File: src/rtl/wm_pkg.sv
// wm_pkg: machine states, programme field layout and field helpers shared by the washer controllers
package wm_pkg;
  typedef enum logic [2:0] {
    ST_SHUTDOWN = 3'd0,
    ST_BEGIN    = 3'd1,
    ST_SET      = 3'd2,
    ST_RUN      = 3'd3,
    ST_ERROR    = 3'd4,
    ST_PAUSE    = 3'd5,
    ST_FINISH   = 3'd6
  } state_t;
  localparam int MSG_W = 26;
  localparam int FIELDS = 8;
  localparam int FLD_LO [FIELDS] = '{0, 3, 6, 10, 13, 16, 19, 23};
  localparam int FLD_HI [FIELDS] = '{2, 5, 9, 12, 15, 18, 22, 25};
  // Top field's mask relies on 2^26 wrapping to zero in 26 bits.
  function automatic logic [MSG_W-1:0] fld_mask(int i);
    return (MSG_W'(1) << (FLD_HI[i] + 1)) - (MSG_W'(1) << FLD_LO[i]);
  endfunction
  function automatic logic [2:0] top_fld(logic [MSG_W-1:0] m);
    top_fld = '0;
    for (int i = 0; i < FIELDS; i++) if ((m & fld_mask(i)) != '0) top_fld = 3'(i);
  endfunction
  // The chosen field is nonzero, so subtracting its LSB never borrows out of it.
  function automatic logic [MSG_W-1:0] dec_top(logic [MSG_W-1:0] m);
    return m - (MSG_W'(1) << FLD_LO[top_fld(m)]);
  endfunction
endpackage

File: src/rtl/wash_sequencer_if.sv
// wash_sequencer_if: keys, door sensor, programme and status lines of the washer sequencer
interface wash_sequencer_if;
  logic power_key, set_key, start_key, pause_key, door_open;
  logic [wm_pkg::MSG_W-1:0] source, msg;
  logic [2:0] state, active_fld;
  logic buzzer, done;
  modport master (
    output power_key, set_key, start_key, pause_key, door_open, source,
    input  state, msg, active_fld, buzzer, done
  );
  modport slave (
    input  power_key, set_key, start_key, pause_key, door_open, source,
    output state, msg, active_fld, buzzer, done
  );
endinterface

File: src/rtl/wm_tick_prescaler.sv
// wm_tick_prescaler: divides cp down to one time-unit tick while enabled; frozen otherwise
module wm_tick_prescaler #(
  parameter int TICK_DIV = 50_000_000
) (
  input  logic cp,
  input  logic reset,
  input  logic run_en,
  input  logic clr,
  output logic tick
);
  localparam int W = $clog2(TICK_DIV);
  logic [W-1:0] cnt;
  assign tick = run_en && cnt == W'(TICK_DIV - 1);
  always_ff @(posedge cp or posedge reset)
    if (reset) cnt <= '0;
    else if (clr) cnt <= '0;
    else if (run_en) cnt <= tick ? '0 : cnt + 1'b1;
endmodule

File: src/rtl/wash_sequencer.sv
// wash_sequencer: washer main FSM; loads the programme and counts its fields down per time unit
module wash_sequencer
  import wm_pkg::*;
#(
  parameter int TICK_DIV     = 50_000_000,
  parameter int FINISH_UNITS = 3
) (
  input logic cp,
  input logic reset,
  wash_sequencer_if.slave bus
);
  localparam int FW = FINISH_UNITS > 1 ? $clog2(FINISH_UNITS) : 1;
  state_t st, nx;
  logic [MSG_W-1:0] msg, msg_n;
  logic [FW-1:0] fin, fin_n;
  logic [2:0] act;
  logic buz, dn, tick, clr;
  wm_tick_prescaler #(.TICK_DIV(TICK_DIV)) u_pre (
    .cp(cp),
    .reset(reset),
    .run_en(st == ST_RUN || st == ST_FINISH),
    .clr(clr),
    .tick(tick)
  );
  always_ff @(posedge cp or posedge reset)
    if (reset) begin
      st  <= ST_SHUTDOWN;
      msg <= '0;
      act <= '0;
      buz <= 1'b0;
      dn  <= 1'b0;
      fin <= '0;
    end else begin
      st  <= nx;
      msg <= msg_n;
      act <= top_fld(msg_n);
      buz <= nx == ST_FINISH;
      dn  <= nx == ST_FINISH && st != ST_FINISH;
      fin <= fin_n;
    end
  // Power beats door, door beats pause, pause beats start/set, everything beats the tick.
  always_comb begin
    nx = st;
    msg_n = msg;
    fin_n = fin;
    if (bus.power_key) begin
      nx = st == ST_SHUTDOWN ? ST_BEGIN : ST_SHUTDOWN;
      msg_n = '0;
    end else case (st)
      ST_BEGIN: nx = bus.set_key ? ST_SET : st;
      ST_SET: if (bus.start_key && bus.source != '0) begin
        nx = ST_RUN;
        msg_n = bus.source;
      end
      ST_RUN: if (bus.door_open) nx = ST_ERROR;
        else if (bus.pause_key) nx = ST_PAUSE;
        else if (tick) begin
          msg_n = dec_top(msg);
          nx = msg_n == '0 ? ST_FINISH : ST_RUN;
        end
      ST_PAUSE: nx = bus.door_open ? ST_ERROR : bus.start_key ? ST_RUN : st;
      ST_ERROR: nx = bus.start_key && !bus.door_open ? ST_RUN : st;
      ST_FINISH: if (bus.set_key) nx = ST_SET;
        else if (tick) begin
          fin_n = fin + 1'b1;
          nx = fin == FW'(FINISH_UNITS - 1) ? ST_BEGIN : st;
        end
      default: nx = ST_SHUTDOWN;
    endcase
    if (nx == ST_FINISH && st != ST_FINISH) fin_n = '0;
    clr = nx != st && (nx == ST_SHUTDOWN || nx == ST_FINISH || (nx == ST_RUN && st == ST_SET));
  end
  assign bus.state = st;
  assign bus.msg = msg;
  assign bus.active_fld = act;
  assign bus.buzzer = buz;
  assign bus.done = dn;
endmodule
File: src/flat_wrapper.sv
// flat-port wrapper written by rule: the top's interface ports become plain ports
module wash_sequencer_flat import wm_pkg::*;
#(
  parameter int TICK_DIV     = 50_000_000,
  parameter int FINISH_UNITS = 3
)
  (cp, reset, bus_power_key, bus_set_key, bus_start_key, bus_pause_key, bus_door_open, bus_source, bus_state, bus_msg, bus_active_fld, bus_buzzer, bus_done);
  wash_sequencer_if bus_i ();
  input logic cp;
  input logic reset;
  input wire logic [$bits(bus_i.power_key)-1:0] bus_power_key;
  input wire logic [$bits(bus_i.set_key)-1:0] bus_set_key;
  input wire logic [$bits(bus_i.start_key)-1:0] bus_start_key;
  input wire logic [$bits(bus_i.pause_key)-1:0] bus_pause_key;
  input wire logic [$bits(bus_i.door_open)-1:0] bus_door_open;
  input wire logic [$bits(bus_i.source)-1:0] bus_source;
  output wire logic [$bits(bus_i.state)-1:0] bus_state;
  output wire logic [$bits(bus_i.msg)-1:0] bus_msg;
  output wire logic [$bits(bus_i.active_fld)-1:0] bus_active_fld;
  output wire logic [$bits(bus_i.buzzer)-1:0] bus_buzzer;
  output wire logic [$bits(bus_i.done)-1:0] bus_done;
  assign bus_i.power_key = bus_power_key;
  assign bus_i.set_key = bus_set_key;
  assign bus_i.start_key = bus_start_key;
  assign bus_i.pause_key = bus_pause_key;
  assign bus_i.door_open = bus_door_open;
  assign bus_i.source = bus_source;
  assign bus_state = bus_i.state;
  assign bus_msg = bus_i.msg;
  assign bus_active_fld = bus_i.active_fld;
  assign bus_buzzer = bus_i.buzzer;
  assign bus_done = bus_i.done;
  wash_sequencer #(.TICK_DIV(TICK_DIV), .FINISH_UNITS(FINISH_UNITS)) u_core (.cp(cp), .reset(reset), .bus(bus_i));
endmodule
File: config.mk
export PLATFORM = sky130hd
export DESIGN_NAME = wash_sequencer_flat
export DESIGN_NICKNAME = d
export VERILOG_FILES = /design/src/rtl/wm_pkg.sv /design/src/rtl/wash_sequencer_if.sv /design/src/rtl/wm_tick_prescaler.sv /design/src/rtl/wash_sequencer.sv /design/src/flat_wrapper.sv
export SDC_FILE = /design/constraint.sdc
export NUM_CORES = 1
export LEC_CHECK = 0
export CORE_MARGIN = 4
export CORE_UTILIZATION = 62
export CTS_CLUSTER_DIAMETER = 200
export DETAILED_ROUTE_END_ITERATION = 10
export PLACE_DENSITY_LB_ADDON = 0.2
export REMOVE_ABC_BUFFERS = 1
export SYNTH_ARGS = -nofsm -noshare
export SYNTH_HDL_FRONTEND = slang
export SYNTH_HIERARCHICAL = 1
export SYNTH_SLANG_ARGS = --single-unit
File: constraint.sdc
create_clock -name cp -period 9.75 [get_ports cp]
set_clock_uncertainty 0.05 [all_clocks]
set_input_delay 2.4375 -clock cp [delete_from_list [all_inputs] [get_ports cp]]
set_output_delay 2.4375 -clock cp [all_outputs]
set_load 0.03 [all_outputs]
* Yosys cells after proc, flatten, opt, wreduce, memory -nomap -nowiden
Memory sizes are Yosys's and may differ from the RTL's.
Index checks and enable logic that the tools add are counted.
** Storage, ports and cells
- Register bits :: 62
- Latch bits :: 0
- Memory bits (writable) :: 0
- ROM bits :: 256
- Input bits :: 33
- Output and inout port bits :: 34
- Logic and storage cells :: 117
- Memories kept :: 1
** Memory list
- (name not given) :: depth 8, width 32, read ports 1, clocked after memory_dff 0, write ports 0, RTL line wm_pkg.sv:26 : return m - (MSG_W'(1) << FLD_LO[top_fld(m)]);
** Operators by class
- Add/sub/neg operators :: 3
- Multipliers :: 0
- Div/mod/pow operators :: 0
- $lt $le $gt $ge :: 1
- Equal/unequal tests :: 18
- Shifts and indexed selects :: 1
- Mux-type cells :: 50
- Bitwise logic cells :: 1
- Reductions and logical operators :: 34
** Operators with widths (count)
- $reduce_bool A26 Y1 :: 15
- $mux W26 :: 8
- $mux W3 :: 26
- $mux W32 :: 2
- $pmux W26 S2 :: 1
- $shl A1 B32 Y26 const A :: 1
- $add A26 B1 Y26 const B :: 1
- $eq A26 B26 Y1 const B :: 1
- $logic_not A26 Y1 :: 1
- $sub A26 B26 Y26 :: 1
- $mux W2 :: 9
- $pmux W3 S6 :: 1
- $eq A3 B3 Y1 const B :: 4
- $ne A3 B3 Y1 const B :: 4
- $eq A3 B2 Y1 const B :: 3
- $logic_and A1 B1 Y1 :: 6
- $logic_not A3 Y1 :: 2
- $reduce_bool A2 Y1 :: 3
- $reduce_and A5 Y1 :: 1
- $ge A4 B4 Y1 const B :: 1
- $ne A2 B1 Y1 const B :: 2
- $not A3 Y4 :: 1
- $reduce_and A4 Y1 :: 1
- $eq A3 B1 Y1 const B :: 1
- 8 further kinds :: 12

* Depth between registers and ports, before layout
- Depth in word-level cells :: 32
- Depth in mapped cells :: 32
- Gate-level depth less buffers :: 28

* Cells and area by module
Netlist, hierarchy kept.
** By module, submodules not included
- wash_sequencer :: times used 1, cells an instance 504, area each 3937.5 µm², sequential area each 900.9 µm²
- wm_tick_prescaler :: times used 1, cells an instance 158, area each 1465.2 µm², sequential area each 650.6 µm²

* Worst setup path after synthesis
OpenSTA, ideal clock, no wires.
- Kind :: register -> register
- Start point :: reg u_core.msg[8] (netlist: u_core/bus.msg[8])
- End point :: reg u_core.u_pre.cnt[17]
- Setup time :: 0.118 ns
- Arrival :: 6.116 ns
- Required time :: 9.582 ns
- Setup slack :: 3.466 ns
- Stages on the path, launching flop included :: 30
- Buffers on the path :: 2
- Clock period less this slack :: 6.284 ns
- Cell sequence :: dfrtp_1 -> clkbuf_1 -> nor4_1 -> o31ai_1 -> nand2_1 -> a21boi_0 -> o21ai_0 -> inv_1 -> ha_1 -> or3b_2 -> nor2_1 -> a21oi_1 -> ha_1 -> buf_6 -> a2111oi_4 -> nand2_2 -> o2111ai_2 -> a41oi_2 -> mux2_2 -> a22oi_1 -> or3_4 -> o41ai_2 -> a21oi_1 -> mux2i_1 -> a32oi_1 -> o2111ai_1 -> nor4_1 -> nand3_1 -> xor2_1 -> nor2_1
** On the way
- Longest elaborated chain between the ends :: 30
- Elaborated cells between the ends (all ways) :: 35
- Classes of those cells :: 1 x add/sub; 3 x eq/ne; 1 x shift; 20 x mux; 1 x bitwise; 8 x reduce/logical; 1 x memory
** RTL lines
- from (decl) :: RTL line wash_sequencer.sv:14 : logic [MSG_W-1:0] msg, msg_n;
- from (signal assigned) :: RTL line wash_sequencer.sv:35 : msg <= msg_n;
- $reduce_bool A26 Y1 :: RTL line wm_pkg.sv:22 : for (int i = 0; i < FIELDS; i++) if ((m & fld_mask(i)) != '0) top_fld = 3'(i);
- $mux W2 (2 in series) :: RTL line wm_pkg.sv:22
- $mux W3 (4 in series) :: RTL line wm_pkg.sv:22
- $mux W3 :: RTL line wash_sequencer.sv:57 : else if (tick) begin
- $mux W3 :: RTL line wash_sequencer.sv:56 : else if (bus.pause_key) nx = ST_PAUSE;
- $mux W3 :: RTL line wash_sequencer.sv:55 : ST_RUN: if (bus.door_open) nx = ST_ERROR;
- $mux W3 :: RTL line wash_sequencer.sv:49 : end else case (st)
- $mux W3 :: RTL line wash_sequencer.sv:46 : if (bus.power_key) begin
- (+11 left out)
- $pmux W3 S6 * :: RTL line wash_sequencer.sv:49
- $mux W3 * :: RTL line wash_sequencer.sv:46
- $eq A3 B3 Y1, or another cell as far along :: RTL line wash_sequencer.sv:71 : clr = nx != st && (nx == ST_SHUTDOWN || nx == ST_FINISH || (nx == ST_RUN && st == ST_SET));
- $logic_or A1 B1 Y1 or $logic_and A1 B1 Y1 (tied branches) :: RTL line wash_sequencer.sv:71
- $logic_or A1 B1 Y1 :: RTL line wash_sequencer.sv:71
- $logic_and A1 B1 Y1 * :: RTL line wash_sequencer.sv:71
- via u_core.clr :: RTL line wash_sequencer.sv:17 : logic buz, dn, tick, clr;
- $mux W26 or $reduce_bool A2 Y1 (tied branches)
- to (signal assigned) :: RTL line wm_tick_prescaler.sv:17 : else if (run_en) cnt <= tick ? '0 : cnt + 1'b1;
- to (decl) :: RTL line wm_tick_prescaler.sv:12 : logic [W-1:0] cnt;
The timed path passes the listed nets; every way through them passes the cells marked *. The select of a mux whose other input is x is not followed.
A chain may end at the register's enable or synchronous reset.

* Worst setup path after layout
- Start point :: reg u_core.msg[7] (netlist: u_core/bus.msg[7])
- End point :: reg u_core.u_pre.cnt[17]
The elaborated chain is that of the path after synthesis.

==> run_results.csv <==
group,metric,value,unit
route,dr.first_iter.drc_count,486,
worst_setup_path,cp_common_cell,"nor4_1",
hold_path,hold_class,"flip-flop to flip-flop",
die,die_area,10300,um2
global_route,grt.busiest_layer,"met2",
clock_tree,cts_buffer_depth,2,
global_route,antenna_found_initial,0,
worst_setup_path,critPathMaxFanout,11,
hold_path,worstHoldStart,"u_core/fin[1]$_DFFE_PP0P_",
final_layout,num_antenna_cells,0,
die,chipHeight,101,um
route,viasPerCell,6.66,
sta,finalHoldViolations,0,
run_status,status,"finished clean",
hold_path,hold_depth,2,
worst_setup_path,critPathLaunchType,"flip-flop",
global_route,met2_usage,55.8,%
sta,slew_headroom,36.6,%
clock_tree,clk_latency,0.34,ns
route,detail_route.first_pass.iterations,8,
worst_setup_path,cp_num_buf_inv,1,
route,ant_nets,0,
worst_setup_path,reg2reg_from,"u_core/bus.msg[7]$_DFF_PP0_",
die,die_w,101,um
final_layout,nets,776,
clock_tree,cts_tree,"built",
synth,synthCells,662,
clock_tree,cts.hold.buffers_added,0,
worst_setup_path,crit_path_max_incr_delay,0.71,ns
sta,worst_slack,1.57,ns
final_layout,final_common_cell,"nor2_1",
global_route,met1_usage,39.4,%
placement,dp_slack,1.89,ns
worst_setup_path,cp_slowest_cell,"a32oi_1",
worst_setup_path,crit_type,"flip-flop to flip-flop",
synth,synth_cell_types,81,
clock_tree,clkTransAtPathRegs,0.08,ns
clock_tree,numCtsBuffers,9,
worst_setup_path,worst_r2r_path_depth,25,
synth,synth.largest_area_cell,"dfrtp_1",
global_route,grtUsageMet3,6.34,%
worst_setup_path,timing.rr.end,"u_core/u_pre/cnt[17]$_DFFE_PP0P_",
synth,ys_ff_latch,62,
global_route,grt_max_degree,37,
clock_tree,postCtsSetupBuffers,0,
final_layout,synthToLayoutAreaGrowth,16.0,%
clock_tree,cts.htree.levels,3,
final_layout,final_cell_mix,"nor2_1 (96), clkdlybuf4s50_1 (66), nand2_1 (64), dfrtp_1 (62), ha_1 (30)",
synth,synth_top_area_share,28.7,%
worst_setup_path,reg2reg_slack,1.57,ns
route,vias,5474,
die,initial_core_util,64.8,%
worst_setup_path,critPathArrivalTime,8.35,ns
hold_path,min_to,"u_core/fin[1]$_DFFE_PP0P_",
global_route,track_usage,32.6,%
synth,yosysWarnings,6,
power_and_ir_drop,powerDensity,165,nW/um2
worst_setup_path,critPathTopFamily,"compound AO/OA/AOI/OAI gates",
die,fp-row-count,33,
clock_tree,cts_root_buf,"clkbuf_8",
sta,hold_slack,0.489,ns
worst_setup_path,crit_path_end_kind,"flip-flop",
route,drc,0,
final_layout,drive_above_1_share,6.83,%
sta,fmax,122,MHz
global_route,overflow,0,
clock_tree,numClockSinks,62,
route,drt-total-wl,16300,um
synth,synth_edf_count,0,
clock_tree,cts-resized-gates,0,
die,io-pin-count,67,
route,wl_per_cell,19.8,um
sta,worstMarginPinSlew,0.945,ns
global_route,grt_pass1_wl,26700,um
synth,seq_area_frac_synth,28.7,%
synth,async_reset_ff_share,100,%
worst_setup_path,worstPathRequired,9.92,ns
sta,tns,0,ns
sta,finalSetupViolCount,0,
global_route,grt_pass1_vias,5383,
synth,synth_area_leaders,"dfrtp_1 (29%), ha_1 (6.9%), nor2_1 (6.7%)",
flow_run,drv_cap,0,
final_layout,final_cells,822,
sta,fin_crit,8.18,ns
placement,place.gp.congestion,0.922,
placement,io_buffers,66,
die,core,8340,um2
synth,synth_ff_type,"dfrtp_1",
power_and_ir_drop,p_leak,0.00262,uW
placement,numPlacedInstances,806,
placement,hpwlAfterDp,12200,um
power_and_ir_drop,irDropWorstVdd,123,uV
synth,synth_area,5400,um2
sta,grt_setup_unrepaired,"no",
sta,drv_slew,0,
sta,finalCritPeriodShare,83.9,%
synth,syn_avg_cell_area,8.16,um2
worst max-delay path by stage:
stage                                startpoint                               end  cells past startpoint
floorplan           u_core/bus.msg[7]$_DFF_PP0_  u_core/u_pre/cnt[17]$_DFFE_PP0P_                     27
global placement    u_core/bus.msg[7]$_DFF_PP0_  u_core/u_pre/cnt[17]$_DFFE_PP0P_                     25
detailed placement  u_core/bus.msg[7]$_DFF_PP0_  u_core/u_pre/cnt[13]$_DFFE_PP0P_                     25
CTS                 u_core/bus.msg[7]$_DFF_PP0_  u_core/u_pre/cnt[13]$_DFFE_PP0P_                     25
global route        u_core/bus.msg[7]$_DFF_PP0_  u_core/u_pre/cnt[17]$_DFFE_PP0P_                     25
finish              u_core/bus.msg[7]$_DFF_PP0_  u_core/u_pre/cnt[17]$_DFFE_PP0P_                     25
synthesized netlist by cell type, types with 3 or more instances:
| master | instances |
|---|---|
| a221oi_1 | 4 |
| dfrtp_1 | 62 |
| a21oi_1 | 26 |
| nor4_1 | 21 |
| xnor2_1 | 25 |
| a21o_1 | 4 |
| xor2_1 | 23 |
| nand2_1 | 64 |
| nand4_1 | 19 |
| o31ai_1 | 4 |
| clkbuf_1 | 19 |
| o21ai_0 | 21 |
| a22oi_1 | 3 |
| a222oi_1 | 23 |
| and4_1 | 4 |
| o2111ai_1 | 4 |
| buf_2 | 3 |
| and2_1 | 4 |
| nor2b_1 | 7 |
| and3_1 | 6 |
| ha_1 | 30 |
| inv_1 | 23 |
| or3_1 | 5 |
| o22ai_1 | 5 |
| buf_4 | 3 |
| o21a_1 | 6 |
| or3b_2 | 4 |
| nor2_1 | 96 |
| a31oi_1 | 10 |
| nor3_1 | 25 |
| nand2b_1 | 13 |
| or4_1 | 3 |
| nor4b_1 | 3 |
| buf_6 | 4 |
| nand3_1 | 27 |
| a211oi_1 | 4 |
cell families (layout without fill, tap and decap cells):
logic type                 Yosys count  count (layout)  synth area share, %
xor gates and xnor gates            48              48                 7.78
AOI/OAI and AO/OA                  142             142                 20.1
muxes                                4               4                0.787
DFF                                 62              62                 28.7
adders and majority gates           31              31                 7.32
and+or+nand+nor                    319             319                 30.2
buffers and inverters               55             110                 5.05
other                                1               1               0.0694
layer usage:
metal	wire, um	vias up
met4	601	0
li1	-	2570
met1	6480	2614
met3	998	49
met2	8170	241
met5	0	-
registers in the layout, indices dropped and copies added (netlist names):
signal and count:
u_core/bus.msg 26, u_core/bus.active_fld 3, u_core/bus.state 3, u_core/fin 2, u_core/bus.done 1, u_core/bus.buzzer 1
u_core/u_pre/cnt 26
layout make-up:
type,instances,area [um2]
multi-input combinational,545,3580
fill,625,2080
sequential,62,1550
timing repair buffer,71,698
tap,105,131
clock buffer,10,128
clock inverter,6,86.3
inverter,23,86.3
tightest hold or removal path, stage by stage (launching register included):
cell	delay (ns)
dfrtp_1	0.39
nand2_1	0.06
a21oi_1	0.06
metrics by stage:
stage / instance area, um2 / utilization, % / total power, uW
2_1_floorplan: 5220 / - / 642
3_3_place_gp: 6050 / 72.5 / 760
3_5_place_dp: 6050 / 72.5 / 766
4_1_cts: 6260 / 75.1 / 1020
5_1_grt: 6260 / 75.1 / 1090
6_report: 6260 / 75.1 / 1030
where the power goes:
part | switching (uW) | internal [uW] | leakage (uW) | total, uW
clock | 110 | 144 | 0.000106 | 254
sequential | 14.9 | 268 | 0.000852 | 283
combinational | 292 | 201 | 0.00166 | 494
total | 418 | 613 | 0.00262 | 1030
(Power assumes the default switching activity.)
